<file path="src/rtl/mem_arb_2to1.sv">
// mem_arb_2to1: merges two val/rdy memory request streams onto one memory
// port and steers the in-order responses back to the issuing client. A small
// FIFO of 1-bit grant IDs remembers which client owns each outstanding
// request. Request and response messages are passed through untouched.
//
// Handshake: every *_val/*_rdy pair transfers one message on a rising clk
// edge where both val and rdy are high. A val never depends on its own rdy.
// Senders hold val and msg stable until the transfer happens. Request rdy
// depends only on arbitration state and memreq_rdy, not on any memresp_*
// signal, so there is no combinational path from response to request side.
module mem_arb_2to1 #(
   parameter int p_addr_sz      = 8,
   parameter int p_data_sz      = 32,
   parameter int p_max_inflight = 4,
   localparam int c_len_sz      = $clog2(p_data_sz/8),
   localparam int c_req_msg_sz  = 1 + p_addr_sz + c_len_sz + p_data_sz,
   localparam int c_resp_msg_sz = 1 + c_len_sz + p_data_sz
) (
   input  logic                     clk,
   input  logic                     reset,

   input  logic                     req0_val,
   output logic                     req0_rdy,
   input  logic [c_req_msg_sz-1:0]  req0_msg,
   output logic                     resp0_val,
   input  logic                     resp0_rdy,
   output logic [c_resp_msg_sz-1:0] resp0_msg,

   input  logic                     req1_val,
   output logic                     req1_rdy,
   input  logic [c_req_msg_sz-1:0]  req1_msg,
   output logic                     resp1_val,
   input  logic                     resp1_rdy,
   output logic [c_resp_msg_sz-1:0] resp1_msg,

   output logic                     memreq_val,
   input  logic                     memreq_rdy,
   output logic [c_req_msg_sz-1:0]  memreq_msg,
   input  logic                     memresp_val,
   output logic                     memresp_rdy,
   input  logic [c_resp_msg_sz-1:0] memresp_msg
);

   localparam int c_ptr_sz = $clog2(p_max_inflight);
   localparam int c_cnt_sz = c_ptr_sz + 1;

   // Round-robin priority and the order FIFO (one grant ID per entry).
   logic                      prio;
   logic [p_max_inflight-1:0] order;
   logic [c_ptr_sz-1:0]       head_ptr;
   logic [c_ptr_sz-1:0]       tail_ptr;
   logic [c_cnt_sz-1:0]       count;

   logic full;
   logic empty;
   logic grant;
   logic head;
   logic push;
   logic pop;

   assign full  = (count == c_cnt_sz'(p_max_inflight));
   assign empty = (count == '0);
   assign head  = order[head_ptr];

   // Request side: pick a client, forward its message, steer the ready.
   always_comb begin
      grant      = 1'b0;
      memreq_val = 1'b0;
      memreq_msg = req0_msg;
      req0_rdy   = 1'b0;
      req1_rdy   = 1'b0;
      if (req0_val && req1_val) begin
         grant = prio;
      end else if (req1_val) begin
         grant = 1'b1;
      end
      memreq_val = (req0_val | req1_val) & ~full & ~reset;
      memreq_msg = grant ? req1_msg : req0_msg;
      req0_rdy   = ~grant & memreq_rdy & ~full & ~reset;
      req1_rdy   =  grant & memreq_rdy & ~full & ~reset;
   end

   // Response side: the FIFO head names the owner of the current response;
   // only the val lines are steered, the message fans out to both clients.
   always_comb begin
      resp0_val   = memresp_val & ~empty & ~head & ~reset;
      resp1_val   = memresp_val & ~empty &  head & ~reset;
      resp0_msg   = memresp_msg;
      resp1_msg   = memresp_msg;
      memresp_rdy = ~empty & (head ? resp1_rdy : resp0_rdy) & ~reset;
   end

   assign push = memreq_val & memreq_rdy;
   assign pop  = memresp_val & memresp_rdy;

   // Order FIFO and priority update; the served client loses priority.
   always_ff @(posedge clk) begin
      if (reset) begin
         prio     <= 1'b0;
         order    <= '0;
         head_ptr <= '0;
         tail_ptr <= '0;
         count    <= '0;
      end else begin
         if (push) begin
            order[tail_ptr] <= grant;
            tail_ptr        <= tail_ptr + c_ptr_sz'(1);
            prio            <= ~grant;
         end
         if (pop) begin
            head_ptr <= head_ptr + c_ptr_sz'(1);
         end
         if (push && !pop) begin
            count <= count + c_cnt_sz'(1);
         end else if (pop && !push) begin
            count <= count - c_cnt_sz'(1);
         end
      end
   end

endmodule

</file>
<file path="config.mk">
export PLATFORM = sky130hd
export DESIGN_NAME = mem_arb_2to1
export DESIGN_NICKNAME = d
export VERILOG_FILES = /design/src/rtl/mem_arb_2to1.sv
export SDC_FILE = /design/constraint.sdc
export NUM_CORES = 1
export LEC_CHECK = 0
export BUFFER_PORTS_ARGS = -buffer_cell sky130_fd_sc_hd__buf_2
export CORE_AREA = 2 2 95 97
export CTS_CLUSTER_DIAMETER = 120
export DETAILED_ROUTE_END_ITERATION = 10
export DIE_AREA = 0 0 97 99
export GPL_TIMING_DRIVEN = 0
export PLACE_DENSITY_LB_ADDON = 0.05
export SYNTH_ARGS = -nofsm -noshare
export SYNTH_HDL_FRONTEND = slang
export SYNTH_SLANG_ARGS = --single-unit
export TNS_END_PERCENT = 1
</file>
<file path="constraint.sdc">
create_clock -name clk -period 2.2 [get_ports clk]
set_input_delay 0.22 -clock clk [delete_from_list [all_inputs] [get_ports clk]]
set_output_delay 0.22 -clock clk [all_outputs]
set_load 0.03 [all_outputs]
</file>
## Yosys cells after proc, flatten, opt, wreduce, memory -nomap -nowiden

Index checks and enable logic that the tools add are counted.

- Logic and storage cells: 55
- Bits of input ports: 129
- Bits in registers: 12
- Output and inout bits: 119

- Reductions and logical operators: 8
- Order comparisons: 3
- Add/subtract/negate cells: 4
- Eq/ne operators: 1
- Mux-type cells: 11
- Bitwise logic cells: 23

Operator list:

| cell | number |
|---|---|
| 43-bit 2-to-1 mux | 1 |
| 1-bit bitwise AND | 17 |
| 2-bit by 3-bit less-than comparator with 1-bit output, second input constant | 2 |
| 3-bit 2-to-1 mux | 2 |
| 1-bit 2-to-1 mux | 5 |
| 1-bit inverter | 5 |
| 2-bit by 1-bit adder with 2-bit output, second input constant | 2 |
| 4-bit bitwise mux | 1 |
| 1-bit logical AND | 4 |
| 3-bit by 1-bit adder with 3-bit output, second input constant | 1 |
| 3-bit equality test, second input constant | 1 |
| 3-bit logical NOT | 1 |
| 3-bit by 1-bit subtractor with 3-bit output, second input constant | 1 |
| 1-bit binary-select mux with 2-bit select | 1 |
| 1-bit demux with 2-bit select | 1 |
| 2-bit by 1-bit greater-or-equal comparator with 1-bit output, second input constant | 1 |
| 1-bit logical NOT | 2 |
| 2-bit nonzero test | 1 |
| 1-bit OR | 1 |

## Depth between registers and ports, before layout

Gate-level depths: netlist (run 1).

- Word-level depth: 9
- Depth in mapped cells: 10
- Gate-level depth less buffers: 10

## Worst setup path after synthesis (run 1)

No wires, ideal clock.

- Kind: register to register
- Start: register count[0]
- End: register count[2]
- Arrival: 2.292 ns
- Buffers on the path: 0
- Library setup time: 0.070 ns
- Period minus slack after synthesis: 2.361 ns
- Data required time: 2.130 ns
- Stages on the path, launching flop included: 10
- Setup slack: -0.161 ns
- Cell sequence: dfxtp_1 -> or3_2 -> nand3_1 -> or2_2 -> ha_1 -> inv_1 -> fa_1 -> xor2_1 -> or3_1 -> a21oi_1

- Word-level cells in the longest chain between the ends: 8
- Elaborated cells between the ends (all ways): 19
- Classes of those cells: add/sub (2); eq/ne (1); mux (2); bitwise (8); reduce/logical (6)

RTL lines:

| element | line | source |
|---|---|---|
| from (decl) | 52 | `logic [c_cnt_sz-1:0] count;` |
| from (signal assigned) | 114 | `count <= count + c_cnt_sz'(1);` |
| from (signal assigned) | 116 | `count <= count - c_cnt_sz'(1);` |
| 3-bit equality test / 3-bit logical NOT (equally long branches) | 61, 62 |  |
| 1-bit inverter, on equally long branches | 77, 90 |  |
| 1-bit bitwise AND, on equally long branches (2 in a row) | 77, 90 |  |
| 1-bit bitwise AND, on equally long branches | 93, 94 |  |
| 1-bit logical NOT, on equally long branches | 115, 113 |  |
| 1-bit logical AND, on equally long branches | 115, 113 |  |
| 2-bit nonzero test (no line) / 3-bit 2-to-1 mux (equally long branches) | -- |  |

Several ways; a longest one is shown, not always the timed one. The select of a mux whose other input is x is not followed.
A chain may end at the register's enable or synchronous reset.

## Worst setup path after layout (run 1)

- Start: register head_ptr[1]
- End: register count[2]

- Word-level cells in the longest chain between the ends: 9
- Elaborated cells between the ends (all ways): 11
- Classes of those cells: mux (4); bitwise (3); reduce/logical (4)

RTL lines:

| element | line | source |
|---|---|---|
| from (decl) | 50 | `logic [c_ptr_sz-1:0] head_ptr;` |
| from (signal assigned) | 111 | `head_ptr <= head_ptr + c_ptr_sz'(1);` |
| 1-bit binary-select mux with 2-bit select (*) | 63 | `assign head = order[head_ptr];` |
| 1-bit 2-to-1 mux (not written as such) (*) | 63 |  |
| 1-bit 2-to-1 mux (*) | 90 | `memresp_rdy = ~empty & (head ? resp1_rdy : resp0_rdy) & ~reset;` |
| 1-bit bitwise AND (*) (2 in a row) | 90 |  |
| 1-bit bitwise AND (*) | 94 | `assign pop = memresp_val & memresp_rdy;` |
| 1-bit logical NOT | 113 | `if (push && !pop) begin` |
| 1-bit logical AND | 113 |  |
| 3-bit 2-to-1 mux / 2-bit nonzero test (equally long branches) | -- |  |

Mark *: on every way between the ends. The rest lies on a longest branch, timed or not. The select of a mux whose other input is x is not followed.

==> flow_summary.yaml, run 1 <==
global_route:
  grt_pass1_vias: 2028
  grt-ovfl-total: 0
  grtUsageTotal: 0.129
  antenna_found_initial: 0
  grt_pass1_wl_mm: 10.1
  grt_max_degree: 11
floorplanning:
  initial_core_util: 0.206
  die_y_um: 99
  dieArea_mm2: 0.00960
  coreArea_mm2: 0.00855
  die_w_um: 97
  ios: 248
  row_count: 34
yosys:
  synth.top_cell.area_share: 0.303
  yosys.area.top_type: "buf_4"
  synth.distinct_cells: 29
  postSynthAreaPerCell_um2: 8.98
  syn-instance-count: 196
  yosys_warnings: 0
  yosys_register_bits: 12
  synthFlopType: "dfxtp_1"
  synth_edf_count: 0
  async_flop_share: 0
  synth_area_leaders: "buf_4 (30%), mux2_2 (28%), dfxtp_1 (14%)"
  syn-num-nets: 331
  synth_area_mm2: 0.00176
  synth-seq-area-share: 0.136
worst_setup_path:
  reg2reg_from: "head_ptr[1]"
  critPathLaunchType: "flip-flop"
  slowest_delay_ps: 360
  crit_required_ps: 2370
  slowest_stage: "dfxtp_4"
  worstSetupEndpointType: "flip-flop"
  cp.arrival_ps: 2480
  reg2reg_depth: 10
  reg2reg_setup_slack_ps: -100
  cpLargestDelayFamily: "multiplexers"
  worst-setup-path-type: "reg2reg"
  path_cells: "mux2i_4, mux2_4, mux2i_2, or2_4, ha_4, inv_2, fa_2, xor2_1, or3_1, a21oi_1"
  crit_buf_inv: 1
  critPathMaxFanout: 4
  r2r_end: "count[2]"
power:
  powerDensity_mw_per_mm2: 433
  power_frac_clock: 0.181
  p_comb_frac: 0.632
  ir_drop_v: 0.000153
  power.internal_mw: 0.756
  leakage_nw: 1.75
  p_sw_frac: 0.438
  pwr-share-seq: 0.187
  power.switching_mw: 0.589
sta:
  finalCriticalPeriod_ps: 2300
  max_freq_mhz: 434
  rsz0062_at_grt: "true"
  slew_violations: 0
  tightestPinTransition_ps: 323
  period_share: 1.05
  fin_worst_skew_ps: 2.67
  tns_ps: -105
  setup_viol: 1
  setup_ws_ps: -105
  slew-limit-headroom: 0.784
  hold_violations: 0
hold_path:
  min_path_type: "in2reg"
  holdPathEnd: "prio"
  min_delay_path_depth: 2
  hold_path_startpoint: "req1_val"
routing:
  wl_mm: 6.81
  drcViolationCount: 0
  dr.pass1.iters: 3
  vias: 2005
  viasPerCell: 3.83
  ant_nets: 0
  first_iter_violations: 32
  wl_per_cell_um: 13.0
cells_and_area:
  fin_util: 0.363
  antenna_cells: 0
  syn2layout_area_growth_pct: 76.5
  finalInstanceArea_mm2: 0.00311
  nets: 552
  drive_above_1_share: 0.849
clock_tree:
  clockBufferDepth: 2
  clkLatencyLatePin_ps: 240
  clkSlewWorstSetupHoldPaths_ps: 60
  cts.sinks: 12
  hold_buffers: 0
  htreeDepth: 1
  clockRootBuffer: "clkbuf_8"
  tritoncts: "done"
  numCtsBuffers: 3
place:
  placed_area_mm2: 0.00300
  post-place-ws_ps: -185
  portBuffers: 212
  dpl.hpwl_mm: 6.20
  gp_congestion: 0.736
status:
  violations: "setup timing"
  outcome: "complete, but fails checks"
flow_run:
  cap_viol_max_count: 0
## routing by layer
| metal | global-route usage | up-vias | wire length [um] |
|---|---|---|---|
| li1 | - | 1030 | - |
| met4 | 0.0260 | 0 | 46 |
| met2 | 0.257 | 89 | 3890 |
| met3 | 0.0468 | 4 | 629 |
| met1 | 0.129 | 882 | 2240 |
| met5 | 0 | - | 0 |
## worst reg2reg max path, delay by kind of cell (launching register included)
kind	cells	cell delay (ps)
AO/OA/AOI/OAI	1	120
adder cells (fa/ha/maj)	2	450
XOR/XNOR	1	150
flip-flops	1	360
multiplexers	3	670
buffers and inverters	1	30
AND/OR/NAND/NOR	2	460
## state kept, by name, summed over array words and instances (netlist names)
register and count:
count 3, head_ptr 2, order 4, prio 1, tail_ptr 2
## metrics by stage
step                      std cells  total power [mW]  hold WS, ps
after global routing            524              1.42          246
after global placement          516              1.11          447
after CTS                       524              1.36          220
after detailed placement        516              1.10          456
after floorplan                 196             0.860          336
final                           524              1.34          223
## logic make-up after synthesis
logic type | count (synthesis) | synth area share
compound gates | 9 | 0.0348
xor+xnor | 3 | 0.0149
fa+ha+maj | 6 | 0.0469
buf+inv | 81 | 0.328
flops | 12 | 0.136
mux | 55 | 0.344
simple gates | 30 | 0.0952
## power groups by stage
stage / registers (mW) / logic [mW] / clock network [mW]
5_1_grt: 0.254 / 0.908 / 0.262
4_1_cts: 0.251 / 0.859 / 0.250
2_1_floorplan: 0.253 / 0.607 / 0
6_report: 0.251 / 0.850 / 0.243
3_3_place_gp: 0.256 / 0.851 / 0
3_5_place_dp: 0.256 / 0.847 / 0
## timing repair
action,in CTS,in global routing
cloned,0,0
buffers inserted,4,0
pin swaps,2,0
setup endpoints to repair,1,7
gates resized for setup,5,3
## worst max path at each step
stage	from	endpoint	slack, ps	cells after the start
after floorplan	head_ptr[1]	count[2]	-30	10
after CTS	head_ptr[1]	count[2]	-100	10
after global routing	head_ptr[1]	count[2]	-210	10
after global placement	head_ptr[1]	count[2]	-230	10
after detailed placement	head_ptr[1]	count[2]	-180	10
final	head_ptr[1]	count[2]	-100	10
## cells in the mapped netlist, drive strengths merged (2+ instances only)
library cell	number
buf	76
a21oi	3
mux2	44
nand2	11
ha	5
dfxtp	12
xor2	2
inv	5
or3	2
nor2	9
mux2i	11
o21ai	2
nor3b	2
## cell usage in the layout (no fill, tap or decap), types with 2 or more instances in the layout
cell / count
mux2i_1: 8
inv_1: 3
mux2_2: 43
ha_1: 4
mux2i_2: 2
a21oi_1: 3
buf_4: 75
nand2_1: 11
o21ai_0: 2
inv_2: 2
clkbuf_4: 2
nor2_1: 9
xor2_1: 2
dfxtp_1: 11
buf_2: 215
clkbuf_8: 4
## cell type report
cell class,instances,area [um2]
fillers,942,5440
plain buffers,76,563
clock buffers,4,55.1
inverters,5,18.8
well taps,108,135
flip-flops and latches,12,244
repair buffers,216,1090
multi-input cells,103,1000
(Power assumes the default switching activity.)
==> run 2, diff against run 1 <==
ABC_AREA = 1   (was default)
CORE_AREA = 2 2 96 98   (was 2 2 95 97)
DIE_AREA = 0 0 98 100   (was 0 0 97 99)
==> flow_summary.yaml, run 2 <==
status:
  outcome: "complete, no violations"
yosys:
  synth_area_mm2: 0.00179
  syn-num-nets: 444
  synth_edf_count: 0
  synthFlopType: "dfxtp_1"
  synth-seq-area-share: 0.134
  yosys_register_bits: 12
  yosys.area.top_type: "nand2_1"
  netlist_top_cells_count: "nand2_1 (143), buf_4 (70), a21oi_1 (13)"
  synth.distinct_cells: 20
  syn-instance-count: 309
  synth_area_leaders: "nand2_1 (30%), buf_4 (29%), dfxtp_1 (13%)"
  synth.most_common_cell: "nand2_1"
  synth.top_cell.area_share: 0.299
  postSynthAreaPerCell_um2: 5.80
  async_flop_share: 0
  yosys_warnings: 0
power:
  ir_drop_v: 0.000188
  powerDensity_mw_per_mm2: 435
  leakage_nw: 1.95
global_route:
  grtUsageTotal: 0.123
  grt_max_degree: 11
  grt_pass1_wl_mm: 10.1
  grt_pass1_vias: 2210
  antenna_found_initial: 0
  grt-ovfl-total: 0
floorplanning:
  die_y_um: 100
  initial_core_util: 0.202
  ios: 248
  row_count: 35
  coreArea_mm2: 0.00889
  die_w_um: 98
  dieArea_mm2: 0.00980
worst_setup_path:
  critPathLaunchType: "flip-flop"
  worstSetupEndpointType: "flip-flop"
  crit_required_ps: 2330
  worst-setup-path-type: "reg2reg"
  critPathMaxFanout: 4
  cp.arrival_ps: 2140
sta:
  rsz0062_at_grt: "false"
  fin_worst_skew_ps: 1.57
  slew_violations: 0
  tightestPinTransition_ps: 456
  setup_viol: 0
  finalCriticalPeriod_ps: 2010
  hold_violations: 0
  max_freq_mhz: 497
  slew-limit-headroom: 0.696
  holdWs_ps: 270
  tns_ps: 0
  period_share: 0.915
cells_and_area:
  final_cell_mix: "buf_2 (218), nand2_1 (143), buf_4 (74)"
  largest_reg_flops: 4
  regMostFlops: "order"
  syn2layout_area_growth_pct: 72.1
  final_common_cell: "buf_2"
  reg_top3: "order (4), count (3)"
  antenna_cells: 0
  nets: 665
  drive_above_1_share: 0.590
  nFillCells: 1023
clock_tree:
  numCtsBuffers: 3
  clockBufferDepth: 2
  clockRootBuffer: "clkbuf_8"
  htreeDepth: 1
  clkLatencyLatePin_ps: 240
  cts.sinks: 12
  tritoncts: "done"
  clkSlewWorstSetupHoldPaths_ps: 50
routing:
  dr.pass1.iters: 4
  viasPerCell: 3.83
  wl_per_cell_um: 10.6
  dr.max_layer_used: "met4"
  first_iter_violations: 29
  route.met2.wl_mm: 3.66
  met1Wirelength_mm: 2.32
  wl_mm: 6.75
  vias: 2449
  dr_wl_met3_um: 718
  ant_nets: 0
  drcViolationCount: 0
flow_run:
  cap_viol_max_count: 0
place:
  gp_congestion: 0.721
  dpl.hpwl_mm: 6.04
  portBuffers: 212
hold_path:
  min_path_type: "in2reg"
## run 2: cell count changes after synthesis, moves of 8 or more
cell,previous run,this run
mux2i_1,11,0
mux2_2,44,0
nand3_1,1,9
nand2_1,11,143
inv_1,4,12
a21oi_1,3,13
## run 2: critical path, cell delays in order (launching register included)
cell	delay, ps
dfxtp_1	350
inv_1	80
nand3_1	80
nand2_1	80
nor2_1	240
nand3_2	140
ha_1	190
inv_1	100
fa_1	420
o21ai_0	160
a21oi_1	50
## run 2: per-stage QoR
| step | cell area (um2) | total power [mW] | cells | setup slack, ps | util |
|---|---|---|---|---|---|
| after floorplan | 1790 | 0.838 | 309 | 239 | - |
| after global placement | 2990 | 1.10 | 632 | 10.3 | 0.337 |
| after detailed placement | 2990 | 1.10 | 632 | 0.0895 | 0.337 |
| after CTS | 3050 | 1.35 | 636 | 16.9 | 0.343 |
| after global routing | 3090 | 1.44 | 640 | 22.0 | 0.347 |
| final | 3090 | 1.34 | 640 | 187 | 0.347 |
## run 2: cell families after synthesis
group                    synth area share
AND/OR/NAND/NOR                     0.389
buffers and inverters               0.356
AO/OA/AOI/OAI                      0.0649
flip-flops                          0.134
adder cells (fa/ha/maj)            0.0461
XOR/XNOR                          0.00977
## run 2: cell type report
type | instances | area [um2] | area share
inverters | 16 | 60.1 | 0.0195
plain buffers | 80 | 578 | 0.187
repair buffers | 216 | 1090 | 0.354
multi-input cells | 201 | 920 | 0.298
clock buffers | 4 | 55.1 | 0.0178
well taps | 111 | 139 | 0.0450
flip-flops and latches | 12 | 243 | 0.0787
## run 2: worst paths after layout
path            start          end  slack, ps  cells after the start
min             reset  head_ptr[1]        270                      2
max reg2reg  count[1]     count[1]        190                     10
min reg2reg      prio         prio        490                      2
max          count[1]     count[1]        190                     10
## run 2: where the power goes
| part | total [mW] | switching (mW) | internal, mW |
|---|---|---|---|
| registers | 0.247 | 0.0129 | 0.234 |
| logic | 0.854 | 0.536 | 0.319 |
| clock network | 0.240 | 0.0818 | 0.158 |
## run 2: timing repair
item                       4_1_cts  5_1_grt
setup endpoints to repair        0        2
gates resized for setup          0        5
setup buffers                    0        4
hold buffers                     0        0
## run 2: metal layers
layer | up-vias | GRT usage
met4 | 0 | 0.0224
met3 | 6 | 0.0460
met1 | 1022 | 0.125
met5 | - | 0
li1 | 1313 | -
met2 | 108 | 0.242
